===== src/rtl/mmio_uart_tx.sv =====
// mmio_uart_tx: memory-mapped TX FIFO drained by an 8N1 UART transmitter.
// Define UART_TX_PARITY_EN to insert an even parity bit between data and stop.
module mmio_uart_tx #(
    parameter logic [31:0] BASE_ADDR  = 32'hFFFF_0100,
    parameter int          CLK_DIV    = 868,
    parameter int          FIFO_DEPTH = 8
) (
    input  logic        clk,
    input  logic        rst,
    input  logic [31:0] address,
    input  logic [31:0] data_out,
    input  logic        mem_write,
    output logic [31:0] data_in,
    output logic        uart_tx,
    output logic        tx_busy
);
    localparam int PW = $clog2(FIFO_DEPTH);
    localparam logic [15:0] DIV_M1 = 16'(CLK_DIV - 1);
`ifdef UART_TX_PARITY_EN
    localparam logic PAR_EN = 1'b1;
`else
    localparam logic PAR_EN = 1'b0;
`endif
    typedef enum logic [2:0] {IDLE, START, DATA, PARITY, STOP} state_t;
    state_t state, state_n;
    logic [7:0] mem [FIFO_DEPTH];
    logic [PW-1:0] rd_ptr, wr_ptr;
    logic [PW:0] count;
    logic [7:0] shift, shift_n;
    logic [2:0] idx, idx_n;
    logic [15:0] cnt, cnt_n;
    logic [31:0] off;
    logic overflow, enable, parity;
    logic sel_tx, sel_st, sel_ct, full, empty, push, pop, do_push, tick, clr_ovf;
    logic unused;
    assign off = address - BASE_ADDR;
    assign sel_tx = off[31:2] == 30'd0;
    assign sel_st = off[31:2] == 30'd1;
    assign sel_ct = off[31:2] == 30'd2;
    assign unused = ^{data_out[31:8], off[1:0]};
    assign full = count == (PW+1)'(FIFO_DEPTH);
    assign empty = count == '0;
    assign pop = state == IDLE && enable && !empty;
    assign push = mem_write && sel_tx;
    // a simultaneous pop frees the slot, so a push into a full FIFO is still legal
    assign do_push = push && (!full || pop);
    assign clr_ovf = mem_write && sel_st && data_out[3];
    assign tick = cnt == '0;
    assign tx_busy = state != IDLE;
    always_comb begin
        data_in = '0;
        if (sel_st)
            data_in = {16'd0, 8'(count), 3'd0, PAR_EN, overflow, tx_busy, empty, full};
        else if (sel_ct)
            data_in = {31'd0, enable};
    end
    always_comb begin
        state_n = state;
        shift_n = shift;
        idx_n = idx;
        cnt_n = tick ? DIV_M1 : cnt - 16'd1;
        uart_tx = 1'b1;
        case (state)
            IDLE: begin
                cnt_n = pop ? DIV_M1 : '0;
                shift_n = pop ? mem[rd_ptr] : shift;
                state_n = pop ? START : IDLE;
            end
            START: begin
                uart_tx = 1'b0;
                state_n = tick ? DATA : START;
                idx_n = tick ? 3'd0 : idx;
            end
            DATA: begin
                uart_tx = shift[0];
                shift_n = tick ? shift >> 1 : shift;
                idx_n = tick ? idx + 3'd1 : idx;
                if (tick && idx == 3'd7)
                    state_n = PAR_EN ? PARITY : STOP;
            end
            PARITY: begin
                uart_tx = parity;
                state_n = tick ? STOP : PARITY;
            end
            STOP: state_n = tick ? IDLE : STOP;
            default: state_n = IDLE;
        endcase
    end
    always_ff @(posedge clk)
        if (do_push) mem[wr_ptr] <= data_out[7:0];
    always_ff @(posedge clk) begin
        if (rst) begin
            state <= IDLE;
            rd_ptr <= '0;
            wr_ptr <= '0;
            count <= '0;
            overflow <= 1'b0;
            enable <= 1'b1;
            shift <= '0;
            idx <= '0;
            cnt <= '0;
            parity <= 1'b0;
        end else begin
            state <= state_n;
            wr_ptr <= wr_ptr + PW'(do_push);
            rd_ptr <= rd_ptr + PW'(pop);
            count <= count + (PW+1)'(do_push) - (PW+1)'(pop);
            overflow <= (push && full && !pop) || (overflow && !clr_ovf);
            enable <= (mem_write && sel_ct) ? data_out[0] : enable;
            shift <= shift_n;
            idx <= idx_n;
            cnt <= cnt_n;
            parity <= pop ? ^mem[rd_ptr] : parity;
        end
    end
endmodule


===== config.mk =====
export PLATFORM = sky130hd
export DESIGN_NAME = mmio_uart_tx
export DESIGN_NICKNAME = d
export VERILOG_FILES = /design/src/rtl/mmio_uart_tx.sv
export SDC_FILE = /design/constraint.sdc
export NUM_CORES = 1
export LEC_CHECK = 0
export CORE_MARGIN = 3
export CORE_UTILIZATION = 55
export DETAILED_ROUTE_END_ITERATION = 7
export PLACE_DENSITY = 0.87
export SYNTH_ARGS = -nofsm -noshare
export SYNTH_HDL_FRONTEND = slang
export SYNTH_SLANG_ARGS = --single-unit
export TNS_END_PERCENT = 100

===== constraint.sdc =====
create_clock -name clk -period 6.3 [get_ports clk]
set_input_delay 1.89 -clock clk [delete_from_list [all_inputs] [get_ports clk]]
set_output_delay 1.89 -clock clk [all_outputs]
set_load 0.03 [all_outputs]

==> run summary <==
CTS tree - yes
Vias/cell - 5.92
critical-path cell list - clkdlybuf4s50_1, or3_1, or4_1, nor2_1, a32o_1, o2111ai_2, nor4_1, buf_4
WP data arrival - 4.32 ns
share of layout cells above drive strength 1 - 0.114
M2 GR Usage - 0.382
die height - 102 um
filler instances - 620
CP Max Fanout - 9
post-route cell area - 5810 um2
most frequent cell after synthesis - edfxtp_1
CP peak stage delay - 0.47 ns
Hold Crit Class - reg -> reg
hold wc startpoint - overflow
row cnt - 34
flop-to-flop setup slack - 3.29 ns
syn_area_per_cell - 11.4 um2
grt peak-use layer - met2
Initial Utilization - 0.575
VDD IR max - 0.308 mV
cell taking the most area after synthesis - edfxtp_1
hold depth - 2
Starting DRT DRC Count - 324
final hold violation count - 0
largest net degree at the start of global routing - 31
r2r worst-path depth - 11
Clock H-tree levels - 3
ys async rst share - 0
wirelength, routed - 10600 um
FF+latch count, synth - 107
DRC violations left - 0
top post-synthesis cells by count - edfxtp_1 (64), nor2_1 (51), dfxtp_1 (43)
first-pass iteration count of the detailed router - 5
unrepaired setup endpoints after global routing - true
crit start category - input port
Core Box Area - 8850 um2
total CTS buffers - 9
DR WL/cell - 17.5 um
All-Layer GR Usage - 0.219
Synth Instances - 446
reported max-cap violation count - 0
vias in the first global route - 3634
met1 Track Usage GR - 0.265
Synth top area share - 0.378
synth unique cells - 59
via count - 3596
Final min period - 6.21 ns
Sink Count - 107
synth warn - 0
clk buf depth - 2
Final period util - 0.986
worst r2r src - count[1]
Post-DP HPWL - 7340 um
worst hold slack - 0.499 ns
synth-to-layout area growth - 14.3%
PortBufs - 50
initial antenna violation count - 0
first-pass GRT wire length - 17200 um
Worst R2R End - count[2]
Reg clk slew, reported paths - 0.10 ns
CTS Root Cell - clkbuf_8
number of synthesized flops with an enable pin - 64
Worst Tran Pin Value - 1.16 ns
nets - 574
final worst slack - 0.0865 ns
power per cell area - 382 nW/um2
outcome - finished clean
ANT cells - 0
Final setup viols - 0
post-route ant nets - 0
Fmax achieved - 0.161 GHz
WP data required - 4.41 ns
Die W - 102 um
Place WS - 0.0553 ns
Mapped Area - 5090 um2
area of placed instances - 5590 um2
Congestion Overflow GR - 0
Worst slew margin - 0.221
hold path endpoint - overflow
sequential share of the synthesized area - 0.547
Max stage delay cell, worst path - clkdlybuf4s50_1
leakage - 2.02 nW
critical path capture point type - primary output
largest cells by area after synthesis - edfxtp_1 (38%), dfxtp_1 (17%), nor2_1 (3.8%), xnor2_1 (3.6%), buf_4 (3.5%)
Most used DFF post-synth - edfxtp_1
gpl congestion - 0.851
I/O pin count - 101
total die area - 10400 um2
GRT met3 Usage - 0.0532
max-slew violation total from the final report - 0
Clk Latency, worst-skew pair - 0.39 ns
CP Class - in -> out
Worst Skew - 0.0224 ns
-- cell families after synthesis --
| logic type | after synthesis | share of synthesized area |
|---|---|---|
| flops | 107 | 0.547 |
| simple gates | 149 | 0.154 |
| mux | 24 | 0.0669 |
| fa+ha+maj | 13 | 0.0334 |
| buf+inv | 57 | 0.0625 |
| other cells | 1 | 0.000737 |
| xor+xnor | 25 | 0.0430 |
| compound gates | 70 | 0.0927 |
-- cell usage in the layout (no fill, tap or decap), types with 3 or more instances in the layout --
cell | Yosys | layout
edfxtp_1 | 64 | 64
nor2_1 | 51 | 51
dfxtp_1 | 43 | 43
clkdlybuf4s50_1 | 0 | 42
conb_1 | 1 | 24
nand2_1 | 21 | 21
a21oi_1 | 21 | 21
xnor2_1 | 21 | 21
buf_4 | 24 | 18
mux2i_1 | 16 | 16
nor4_1 | 16 | 15
nor3_1 | 13 | 13
ha_1 | 12 | 12
o22ai_1 | 11 | 11
inv_1 | 10 | 10
nand3_1 | 9 | 9
clkbuf_8 | 0 | 9
mux4_2 | 8 | 8
o21ai_0 | 7 | 7
nor2b_1 | 7 | 7
a211oi_1 | 6 | 6
nand2b_1 | 5 | 5
or3_1 | 4 | 4
or4_1 | 4 | 4
xor2_1 | 4 | 4
clkinv_8 | 0 | 4
or2_2 | 3 | 3
nor4_2 | 2 | 3
a22oi_1 | 3 | 3
-- through the flow --
| stage | power (W) | util | cells | TNS, ns |
|---|---|---|---|---|
| 2_1_floorplan | 0.00161 | - | 469 | 0 |
| 3_3_place_gp | 0.00174 | 0.632 | 591 | 0 |
| 3_5_place_dp | 0.00179 | 0.632 | 591 | 0 |
| 4_1_cts | 0.00223 | 0.656 | 607 | 0 |
| 5_1_grt | 0.00237 | 0.657 | 607 | -0.0225 |
| 6_report | 0.00222 | 0.657 | 607 | 0 |
-- power breakdown --
part	total, W	switching (W)	internal [W]	leakage, nW
combinational	0.000885	0.000495	0.000390	0.994
sequential	0.000920	0.0000985	0.000822	0.927
clock	0.000418	0.000259	0.000159	0.101
total	0.00222	0.000852	0.00137	2.02
-- state kept, by name (all words and copies together), names as in the netlist --
| name | flops |
|---|---|
| state | 3 |
| enable | 1 |
| shift | 8 |
| idx | 3 |
| wr_ptr | 3 |
| rd_ptr | 3 |
| mem | 64 |
| cnt | 16 |
| count | 4 |
| parity | 1 |
| overflow | 1 |
-- routing by layer --
layer	wire, um	vias up
met1	4140	1721
met4	220	0
met5	0	-
met3	687	21
li1	-	1694
met2	5580	160
-- worst max path at each step --
stage / start / cells past startpoint / endpoint / slack [ns]
final: address[26] / 8 / data_in[9] / 0.09
after global routing: address[26] / 8 / data_in[9] / -0.01
after CTS: address[26] / 8 / data_in[1] / 0.04
after detailed placement: address[26] / 8 / data_in[1] / 0.06
after global placement: address[26] / 8 / data_in[10] / 0.12
after floorplan: address[26] / 7 / data_in[10] / 0.12
-- repair_timing --
| action | CTS | global route |
|---|---|---|
| buffers inserted | 0 | 0 |
| hold buffers | 0 | 0 |
| endpoints found under the hold margin | 0 | 0 |
| resized for setup | 0 | 2 |
| endpoints found under the setup margin | 0 | 5 |
-- worst max-delay path: cells and delay by family --
| family | cells | cell delay (ns) |
|---|---|---|
| buffers and inverters | 2 | 0.70 |
| AND/OR/NAND/NOR | 4 | 1.35 |
| AO/OA/AOI/OAI | 2 | 0.39 |
-- final cells by class --
cell class / instances / area (um2) / share of cell area
Inverter: 11 / 41.3 / 0.00710
Clock inverter: 7 / 90.1 / 0.0155
Timing Repair Buffer: 60 / 556 / 0.0955
Clock buffer: 9 / 124 / 0.0213
Tap cell: 108 / 135 / 0.0232
Sequential cell: 107 / 2780 / 0.479
Multi-Input combinational cell: 305 / 2090 / 0.359
Power figures use the tool's default switching activity.
